## config.mk

```make
export PLATFORM = sky130hd
export DESIGN_NAME = countdown_timer_ctrl
export DESIGN_NICKNAME = d
export VERILOG_FILES = /design/src/rtl/countdown_timer_ctrl.sv
export SDC_FILE = /design/constraint.sdc
export NUM_CORES = 1
export LEC_CHECK = 0
export CAP_MARGIN = 20
export CORE_MARGIN = 4
export CORE_UTILIZATION = 35
export CTS_BUF_LIST = sky130_fd_sc_hd__clkbuf_8
export DETAILED_ROUTE_END_ITERATION = 6
export GPL_TIMING_DRIVEN = 0
export SLEW_MARGIN = 20
export SYNTH_ARGS = -nofsm -noshare
export SYNTH_HDL_FRONTEND = slang
export SYNTH_SLANG_ARGS = --single-unit
```

## constraint.sdc

```tcl
create_clock -name clk -period 1.91 [get_ports clk]
set_input_delay 0.382 -clock clk [delete_from_list [all_inputs] [get_ports clk]]
set_output_delay 0.382 -clock clk [all_outputs]
set_load 0.05 [all_outputs]
```

## src/rtl/countdown_timer_ctrl.sv

```systemverilog
// Two-digit BCD countdown timer controller with load/start/pause control, clocked on the falling edge.
// Optional auto-reload on terminal count is enabled by defining COUNTDOWN_AUTO_RELOAD_EN.
module countdown_timer_ctrl (
  input  logic       clk,
  input  logic       reset,
  input  logic       load,
  input  logic [7:0] preset,
  input  logic       start,
  input  logic       pause,
  input  logic       tick,
  output logic [3:0] tens,
  output logic [3:0] ones,
  output logic       busy,
  output logic       done,
  output logic [2:0] state
);

  typedef enum logic [2:0] {
    IDLE   = 3'd0,
    LOADED = 3'd1,
    RUN    = 3'd2,
    PAUSED = 3'd3,
    DONE   = 3'd4
  } state_e;

  state_e     state_q, state_d;
  logic [3:0] tens_q, tens_d;
  logic [3:0] ones_q, ones_d;
  logic [3:0] presetTens_q, presetTens_d;
  logic [3:0] presetOnes_q, presetOnes_d;
  logic       busy_q, busy_d;
  logic       done_q, done_d;

  logic countIsZero;
  logic countIsOne;
  logic presetIsZero;

  function automatic logic [3:0] clampDigit(input logic [3:0] digit);
    return (digit > 4'd9) ? 4'd9 : digit;
  endfunction

  assign countIsZero  = (tens_q == 4'd0) && (ones_q == 4'd0);
  assign countIsOne   = (tens_q == 4'd0) && (ones_q == 4'd1);
  assign presetIsZero = (presetTens_q == 4'd0) && (presetOnes_q == 4'd0);

  // Next-state logic; load overrides every state, then per-state handling.
  always_comb begin
    state_d      = state_q;
    tens_d       = tens_q;
    ones_d       = ones_q;
    presetTens_d = presetTens_q;
    presetOnes_d = presetOnes_q;
    done_d       = 1'b0;

    if (load) begin
      presetTens_d = clampDigit(preset[7:4]);
      presetOnes_d = clampDigit(preset[3:0]);
      tens_d       = clampDigit(preset[7:4]);
      ones_d       = clampDigit(preset[3:0]);
      state_d      = LOADED;
    end else begin
      case (state_q)
        IDLE: ;
        LOADED: begin
          if (start) begin
            if (countIsZero) begin
              state_d = DONE;
              done_d  = 1'b1;
            end else begin
              state_d = RUN;
            end
          end
        end
        RUN: begin
          if (pause) begin
            state_d = PAUSED;
          end else if (tick) begin
            if (countIsZero) begin
`ifdef COUNTDOWN_AUTO_RELOAD_EN
              // Count sat at 00 for one cycle after the terminal pulse; reload now.
              tens_d = presetTens_q;
              ones_d = presetOnes_q;
              if (presetIsZero) state_d = DONE;
`else
              state_d = DONE;
`endif
            end else if (countIsOne) begin
              tens_d = 4'd0;
              ones_d = 4'd0;
              done_d = 1'b1;
`ifndef COUNTDOWN_AUTO_RELOAD_EN
              state_d = DONE;
`endif
            end else if (ones_q == 4'd0) begin
              ones_d = 4'd9;
              tens_d = tens_q - 4'd1;
            end else begin
              ones_d = ones_q - 4'd1;
            end
          end
        end
        PAUSED: begin
          if (start && !pause) state_d = RUN;
        end
        DONE: ;
        default: state_d = IDLE;
      endcase
    end

    busy_d = (state_d == RUN) || (state_d == PAUSED);
  end

  always_ff @(negedge clk or negedge reset) begin
    if (!reset) begin
      state_q      <= IDLE;
      tens_q       <= 4'd0;
      ones_q       <= 4'd0;
      presetTens_q <= 4'd0;
      presetOnes_q <= 4'd0;
      busy_q       <= 1'b0;
      done_q       <= 1'b0;
    end else begin
      state_q      <= state_d;
      tens_q       <= tens_d;
      ones_q       <= ones_d;
      presetTens_q <= presetTens_d;
      presetOnes_q <= presetOnes_d;
      busy_q       <= busy_d;
      done_q       <= done_d;
    end
  end

  assign tens  = tens_q;
  assign ones  = ones_q;
  assign busy  = busy_q;
  assign done  = done_q;
  assign state = state_q;

endmodule

```

==> impl_metrics.ini, run 1 <==
[timing]
fin_tns_setup_ns = -6.33
worst_slew_pin_slew_ns = 0.662
slew_violations = 0
rsz0062_at_grt = yes
finClkSkew_ns = 0.000793
fin_ws_ns = -0.347
relSlewSlack_pct = 55.8
finalHoldViolations = 0
setup_viol = 23

[run_status]
violations = setup timing
outcome = finished with violations

[grt]
overflow = 0
gr-max-usage-layer = met2
track_usage_pct = 18.5
antenna_found_initial = 0
grt_max_degree = 14
use_met1_pct = 21.4
grt_pass1_wl_um = 5030
grt_pass1_vias = 1144
grt_use_met2_pct = 32.3
met3_usage_pct = 5.96

[job]
cap_violations = 0

[drt]
drt_wl_total_um = 3240
drc = 0
via_per_inst = 5.92
antenna_left = 0
vias = 1096
drtIter0Drc = 43
wl_per_cell_um = 17.5
first_pass_iters = 5

[clock_tree]
cts-root-buf = clkbuf_8
clock_latency_ns = 0.26
clockBufferDepth = 2
cts_buffers = 3
hold_buffers = 0
htree_levels = 1
clk_pin_slew_ns = 0.04
cts_sinks = 13
cts_tree = yes

[min_path]
hold_depth = 2
hp-start = tens[0]
whs_endpoint = tens[0]
hp-class = register to register

[yosys]
syn-cell-area_um2 = 962
synth_top_cell_by_area = dfrtn_1
synth_flop_cell = dfrtn_1
synth_area_leaders = dfrtn_1 (34%), ha_1 (6.5%), a21oi_1 (3.6%)
syn-instance-count = 101
async_flop_share_pct = 100
ys_warn_count = 0
synth.most_common_cell = dfrtn_1
synth.avg_cell_area_um2 = 9.53
synth_top_area_share_pct = 33.8
synthTopCellsByCount = dfrtn_1 (13), inv_1 (8), a21oi_1 (7), o21ai_0 (7), nand2_1 (6)
synth_edf_count = 0
synth_seq_cells = 13
ys_types = 44
syn_nets = 120
ys_seq_area_share_pct = 33.8

[floorplan]
coreArea_mm2 = 0.00254
die_area_mm2 = 0.00365
fp-row-count = 18
die_w_um = 60.4
start_util_pct = 37.8
ios = 27
die_h_um = 60.4

[setup_path]
reg2reg_slack_ns = -0.24
startpoint_type = primary input
crit_type = primary input to register
r2r_start = tens[1]
reg2reg_to = ones[2]
worstPathMaxFanout = 4
cp.arrival_ns = 1.41
crit_path_end_kind = register
reg2reg_depth = 8
crit_required_ns = 1.06
critPathLaunch = pause

[final_layout]
nets = 175
drive_gt1_share_pct = 49.7
fill_cells = 210
n_antenna_cell = 0
area_delta_synth_final_pct = 72.7

[power_and_ir_drop]
netSwitchingFraction_pct = 36.2
p_seq_share_pct = 32.8
power.share.clock_pct = 26.0
p_comb_share_pct = 41.2
p_sw_w = 0.000352
p_int_w = 0.000619
leakagePower_nw = 0.731
peakVddDrop_mv = 0.447
p_per_area_mw_per_mm2 = 584

[placement]
gp_congestion = 0.777
portBuffers = 26
hpwl_um = 2010
place_ws_ns = -1.05
==> worst max-delay path by stage <==
stage	end	depth (start not counted)
after floorplan	tens[2]	4
after global placement	tens[2]	5
after detailed placement	tens[2]	5
after CTS	tens[0]	1
after global routing	tens[2]	6
final	tens[2]	6
==> registers in the layout, indices dropped and copies added (netlist names) <==
signal,flops
state,3
busy,1
ones,4
tens,4
done,1
==> kinds of logic after synthesis <==
logic type      Yosys count  share of synthesized area (%)
buf+inv                  10                           4.68
simple gates             33                           24.1
compound gates           40                           31.0
fa+ha+maj                 5                           6.50
flops                    13                           33.8
==> power by group through the flow <==
stage / registers [W] / clock network (W) / logic [W]
after global routing: 0.000321 / 0.000270 / 0.000424
after detailed placement: 0.000340 / 0 / 0.000289
after global placement: 0.000339 / 0 / 0.000286
after CTS: 0.000318 / 0.000257 / 0.000368
after floorplan: 0.000408 / 0 / 0.000107
final: 0.000318 / 0.000252 / 0.000400
==> per-stage QoR <==
| stage | total power, W | hold slack [ns] | cell area [um^2] | std cells | utilization [%] |
|---|---|---|---|---|---|
| detailed placement | 0.000629 | 0.535 | 1270 | 157 | 49.8 |
| floorplan | 0.000515 | 0.703 | 968 | 101 | - |
| global placement | 0.000625 | 0.523 | 1270 | 157 | 49.8 |
| CTS | 0.000943 | 0.610 | 1540 | 179 | 60.5 |
| finish | 0.000971 | 0.605 | 1660 | 185 | 65.3 |
| global route | 0.00102 | 0.649 | 1660 | 185 | 65.3 |
==> layout make-up <==
| class | count | area [um^2] | share of cell area (%) |
|---|---|---|---|
| multi-input combinational | 78 | 713 | 42.9 |
| timing repair buffer | 50 | 492 | 29.6 |
| sequential | 13 | 325 | 19.6 |
| clock buffer | 3 | 41.3 | 2.48 |
| tap | 30 | 37.5 | 2.26 |
| inverter | 8 | 30.0 | 1.81 |
| buffer | 2 | 18.8 | 1.13 |
| clock inverter | 1 | 3.75 | 0.226 |
==> worst max-delay path, stage by stage <==
cell	delay (ns)
buf_8	0.10
nor3b_4	0.27
buf_6	0.15
o211a_4	0.19
o21ai_2	0.06
a311o_1	0.25
==> repair_timing <==
item	4_1_cts	5_1_grt
pin swaps	17	9
endpoints found under the setup margin	26	38
resized for setup	131	15
buffers inserted	18	6
==> layer usage <==
layer | vias up | part of all wire (%)
li1 | 508 | -
met1 | 536 | 39
met2 | 45 | 53
met3 | 7 | 6.1
met4 | 0 | 1.3
met5 | - | 0
==> cell usage in the layout (no fill, tap or decap), types with 3 or more instances in the layout <==
cell type	netlist	layout
o21ai_0	7	5
dfrtn_1	13	13
or4_1	3	3
a21oi_2	0	3
nand2_1	6	4
inv_1	8	8
nor2_1	3	3
clkdlybuf4s50_1	0	6
o31ai_1	4	3
buf_6	1	23
ha_1	5	3
a21oi_1	7	4
clkbuf_8	0	3
buf_4	0	17
Note: power is estimated with default switching activity, not from simulation.
==> run 2, diff against run 1 <==
Settings changed: CORE_MARGIN 4 to 5, HOLD_SLACK_MARGIN set to 0.06.
==> impl_metrics.ini, run 2 (synthesis gave the netlist of run 1 again) <==
[run_status]
outcome = finished with violations
violations = setup timing

[drt]
drt_wl_total_um = 3090
wl_per_cell_um = 17.0
first_pass_iters = 4
drc = 0
vias = 1048
via_per_inst = 5.76
drtIter0Drc = 28
antenna_left = 0

[grt]
track_usage_pct = 15.8
grt_max_degree = 14
grt_pass1_wl_um = 5110
grt_pass1_vias = 1079
antenna_found_initial = 0
overflow = 0

[floorplan]
die_area_mm2 = 0.00390
coreArea_mm2 = 0.00269
die_h_um = 62.4
die_w_um = 62.4
ios = 27
start_util_pct = 35.8
fp-row-count = 19

[clock_tree]
hold_buffers = 0
cts-root-buf = clkbuf_8
clock_latency_ns = 0.26
cts_buffers = 3
clockBufferDepth = 2
htree_levels = 1
cts_sinks = 13
clk_pin_slew_ns = 0.04
cts_tree = yes

[timing]
holdWs_ns = 0.574
worst_slew_pin_slew_ns = 0.611
fin_ws_ns = -0.371
slew_violations = 0
relSlewSlack_pct = 59.2
rsz0062_at_grt = yes
finClkSkew_ns = 0.000546
finalHoldViolations = 0
setup_viol = 25

[power_and_ir_drop]
p_seq_share_pct = 33.4
p_sw_w = 0.000341
power.share.clock_pct = 25.3
p_per_area_mw_per_mm2 = 590
netSwitchingFraction_pct = 35.8
leakagePower_nw = 0.707
peakVddDrop_mv = 0.358
p_comb_share_pct = 41.3
p_int_w = 0.000613

[final_layout]
final_common_cell = buf_6
final_cell_mix = buf_6 (18), buf_4 (17), dfrtn_1 (13), inv_1 (7)
layout.cells.non_filler = 182
design_area_mm2 = 0.00162
nets = 171
drive_gt1_share_pct = 47.7
n_antenna_cell = 0
postLayoutCoreUtil_pct = 60.3
area_delta_synth_final_pct = 68.3

[placement]
hpwl_um = 1990
dpl.cell_count = 158
gp_congestion = 0.806
portBuffers = 26
place_ws_ns = -1.07
place_area_mm2 = 0.00127

[min_path]
hp-start = ones[0]
whs_endpoint = ones[0]
hp-class = register to register
hold_depth = 2

[setup_path]
reg2reg_to = tens[2]
startpoint_type = register
cp.arrival_ns = 1.90
crit_type = register to output pin
crit_required_ns = 1.53
cpPeakStageDelay_ns = 0.50
r2r_start = tens[0]
reg2reg_slack_ns = -0.24
cpMaxStageDelayCell = dfrtn_1
crit_path_end_kind = output pin
reg2reg_depth = 7
worstPathMaxFanout = 5
cp_top_family = flip-flops
timing.critical_path.cells = buf_6
cp.buffers_inverters = 1

[job]
cap_violations = 0
run 2: cell count changes in the layout (fill, tap and decap cells not counted), sizes merged:
cell	delta
clkdlybuf4s15	-1
dlygate4sd2	+1
clkdlybuf4s50	-1
buf	-3
run 2: power groups by stage:
stage / clock network [W] / logic (W) / registers, W
after floorplan: 0 / 0.000107 / 0.000408
after global placement: 0 / 0.000286 / 0.000339
after detailed placement: 0 / 0.000287 / 0.000339
after CTS: 0.000250 / 0.000369 / 0.000319
after global routing: 0.000269 / 0.000423 / 0.000321
final: 0.000242 / 0.000394 / 0.000319
run 2: area by class of cell:
class                           count  area (um^2)
Buffer                              2         16.3
Clock buffer                        3         41.3
Sequential cell                    13          325
Multi-Input combinational cell     78          741
Clock inverter                      1         3.75
Inverter                            8         30.0
Fill cell                         240         1070
Tap cell                           31         38.8
Timing Repair Buffer               46          423
run 2: metrics by stage:
stage	total power [W]	TNS [ns]
after floorplan	0.000515	-4.81
after global placement	0.000625	-23.79
after detailed placement	0.000626	-23.81
after CTS	0.000937	-5.75
after global routing	0.00101	-7.09
final	0.000955	-6.07
run 2: what timing repair did:
| item | 4_1_cts | 5_1_grt |
|---|---|---|
| pin swaps | 13 | 9 |
| setup buffers | 16 | 4 |
| endpoints found under the setup margin | 26 | 38 |
| gates cloned | 0 | 0 |
| hold endpoints to repair | 0 | 0 |
| gates resized for setup | 134 | 10 |
run 2: worst max-delay path by stage:
stage	startpoint	endpoint	cells after the start
after detailed placement	pause	tens[2]	5
after global routing	tens[1]	tens[1]	1
after CTS	tens[1]	tens[1]	1
after floorplan	pause	tens[2]	4
final	tens[1]	tens[1]	1
after global placement	pause	tens[2]	5
run 2: routing by layer:
layer	up-vias	part of all wire [%]	track usage [%]
met2	34	52	28.1
met5	-	0	0
met3	2	5.8	3.96
li1	501	-	-
met4	0	0.49	2.92
met1	511	41	19.1
==> run 3, diff against run 2 <==
Settings changed: CELL_PAD_IN_SITES_DETAIL_PLACEMENT set to 0, CELL_PAD_IN_SITES_GLOBAL_PLACEMENT set to 1, CORE_UTILIZATION 35 to 33, PLACE_DENSITY_LB_ADDON set to 0.1.
==> impl_metrics.ini, run 3 (synthesis gave the netlist of run 1 again) <==
[placement]
gp_congestion = 0.748
place_ws_ns = -1.07
place_area_mm2 = 0.00127
hpwl_um = 2020
portBuffers = 26
dpl.cell_count = 158

[clock_tree]
cts_buffers = 3
cts_sinks = 13
cts-root-buf = clkbuf_8
clockBufferDepth = 2
clk_pin_slew_ns = 0.04
htree_levels = 1
hold_buffers = 0
clock_latency_ns = 0.27
cts_tree = yes

[power_and_ir_drop]
total_power_w = 0.000964
peakVddDrop_mv = 0.502
p_per_area_mw_per_mm2 = 596
leakagePower_nw = 0.722

[setup_path]
timing.critical_path.cells = buf_6
crit_required_ns = 1.53
worstPathMaxFanout = 3
r2r_start = ones[0]
reg2reg_slack_ns = -0.20
path_depth = 1
cp.arrival_ns = 1.85
startpoint_type = register
cp_top_family = flip-flops
cpPeakStageDelay_ns = 0.46
reg2reg_depth = 8
cpMaxStageDelayCell = dfrtn_1
reg2reg_to = tens[1]
critPathLaunch = ones[1]
crit_type = register to output pin
crit_path_end_kind = output pin
cp.buffers_inverters = 1

[drt]
first_pass_iters = 4
wl_per_cell_um = 16.3
vias = 1028
antenna_left = 0
drt_wl_total_um = 3000
drc = 0
drtIter0Drc = 29
via_per_inst = 5.59

[timing]
relSlewSlack_pct = 57.2
slew_violations = 0
finClkSkew_ns = 0.00310
fin_ws_ns = -0.327
rsz0062_at_grt = yes
worst_slew_pin_slew_ns = 0.642
setup_viol = 23
finalHoldViolations = 0

[final_layout]
area_delta_synth_final_pct = 68.0
n_antenna_cell = 0
layout.cells.non_filler = 184
design_area_mm2 = 0.00162
final_common_cell = buf_4
nets = 173
final_cell_mix = buf_4 (19), buf_6 (17), dfrtn_1 (13), inv_1 (6)
drive_gt1_share_pct = 48.4

[min_path]
hp-start = state[2]
hp-class = register to register
whs_endpoint = state[0]
hold_depth = 2

[floorplan]
start_util_pct = 34.6
ios = 27
die_area_mm2 = 0.00410
fp-row-count = 19
die_h_um = 64.0
coreArea_mm2 = 0.00278
die_w_um = 64.0

[run_status]
violations = setup timing
outcome = finished with violations

[job]
cap_violations = 0

[grt]
grt_max_degree = 14
track_usage_pct = 15.0
overflow = 0
grt_pass1_wl_um = 5030
antenna_found_initial = 0
grt_pass1_vias = 1064
-- run 3: worst max path at each step --
stage | to | slack, ns
floorplan | tens[2] | -0.42
global placement | tens[2] | -1.06
detailed placement | tens[2] | -1.07
CTS | ones[1] | -0.34
global route | ones[0] | -0.35
finish | ones[1] | -0.33
-- run 3: metal layers --
layer	up-vias	track usage [%]	part of all wire, %
met4	0	3.12	0.50
met5	-	0	0
li1	507	-	-
met3	5	4.38	5.5
met2	24	25.9	50
met1	492	18.4	44
-- run 3: cell type report --
| class | instances | area [um^2] |
|---|---|---|
| Clock inverter | 1 | 3.75 |
| Inverter | 8 | 32.5 |
| Sequential cell | 13 | 325 |
| Buffer | 2 | 16.3 |
| Timing Repair Buffer | 48 | 445 |
| Fill cell | 257 | 1160 |
| Tap cell | 31 | 38.8 |
| Multi-Input combinational cell | 78 | 713 |
| Clock buffer | 3 | 41.3 |
-- run 3: report_power, final --
group / switching [W] / internal [W] / leakage [nW] / total [W]
registers: 0.0000163 / 0.000300 / 0.157 / 0.000316
logic: 0.000221 / 0.000174 / 0.537 / 0.000394
clock network: 0.000111 / 0.000142 / 0.0269 / 0.000253
total: 0.000348 / 0.000616 / 0.722 / 0.000964
-- run 3: repair_timing --
action,CTS,global route
buffers inserted,20,2
endpoints found under the setup margin,26,37
pin swaps,17,6
resized for setup,136,8
-- run 3: worst register-to-register path: cells and delay by family, from the launching register on --
family          cells  cell delay, ns
simple gates        1            0.42
compound gates      3            0.63
flops               1            0.37
buf+inv             3            0.37
fa+ha+maj           1            0.16
-- run 3: through the flow --
step,utilization (%),setup TNS (ns),hold WS (ns)
2_1_floorplan,-,-4.81,0.703
3_3_place_gp,45.6,-24.04,0.511
3_5_place_dp,45.6,-24.24,0.513
4_1_cts,56.4,-5.77,0.585
5_1_grt,58.1,-7.05,0.647
6_report,58.1,-5.87,0.587
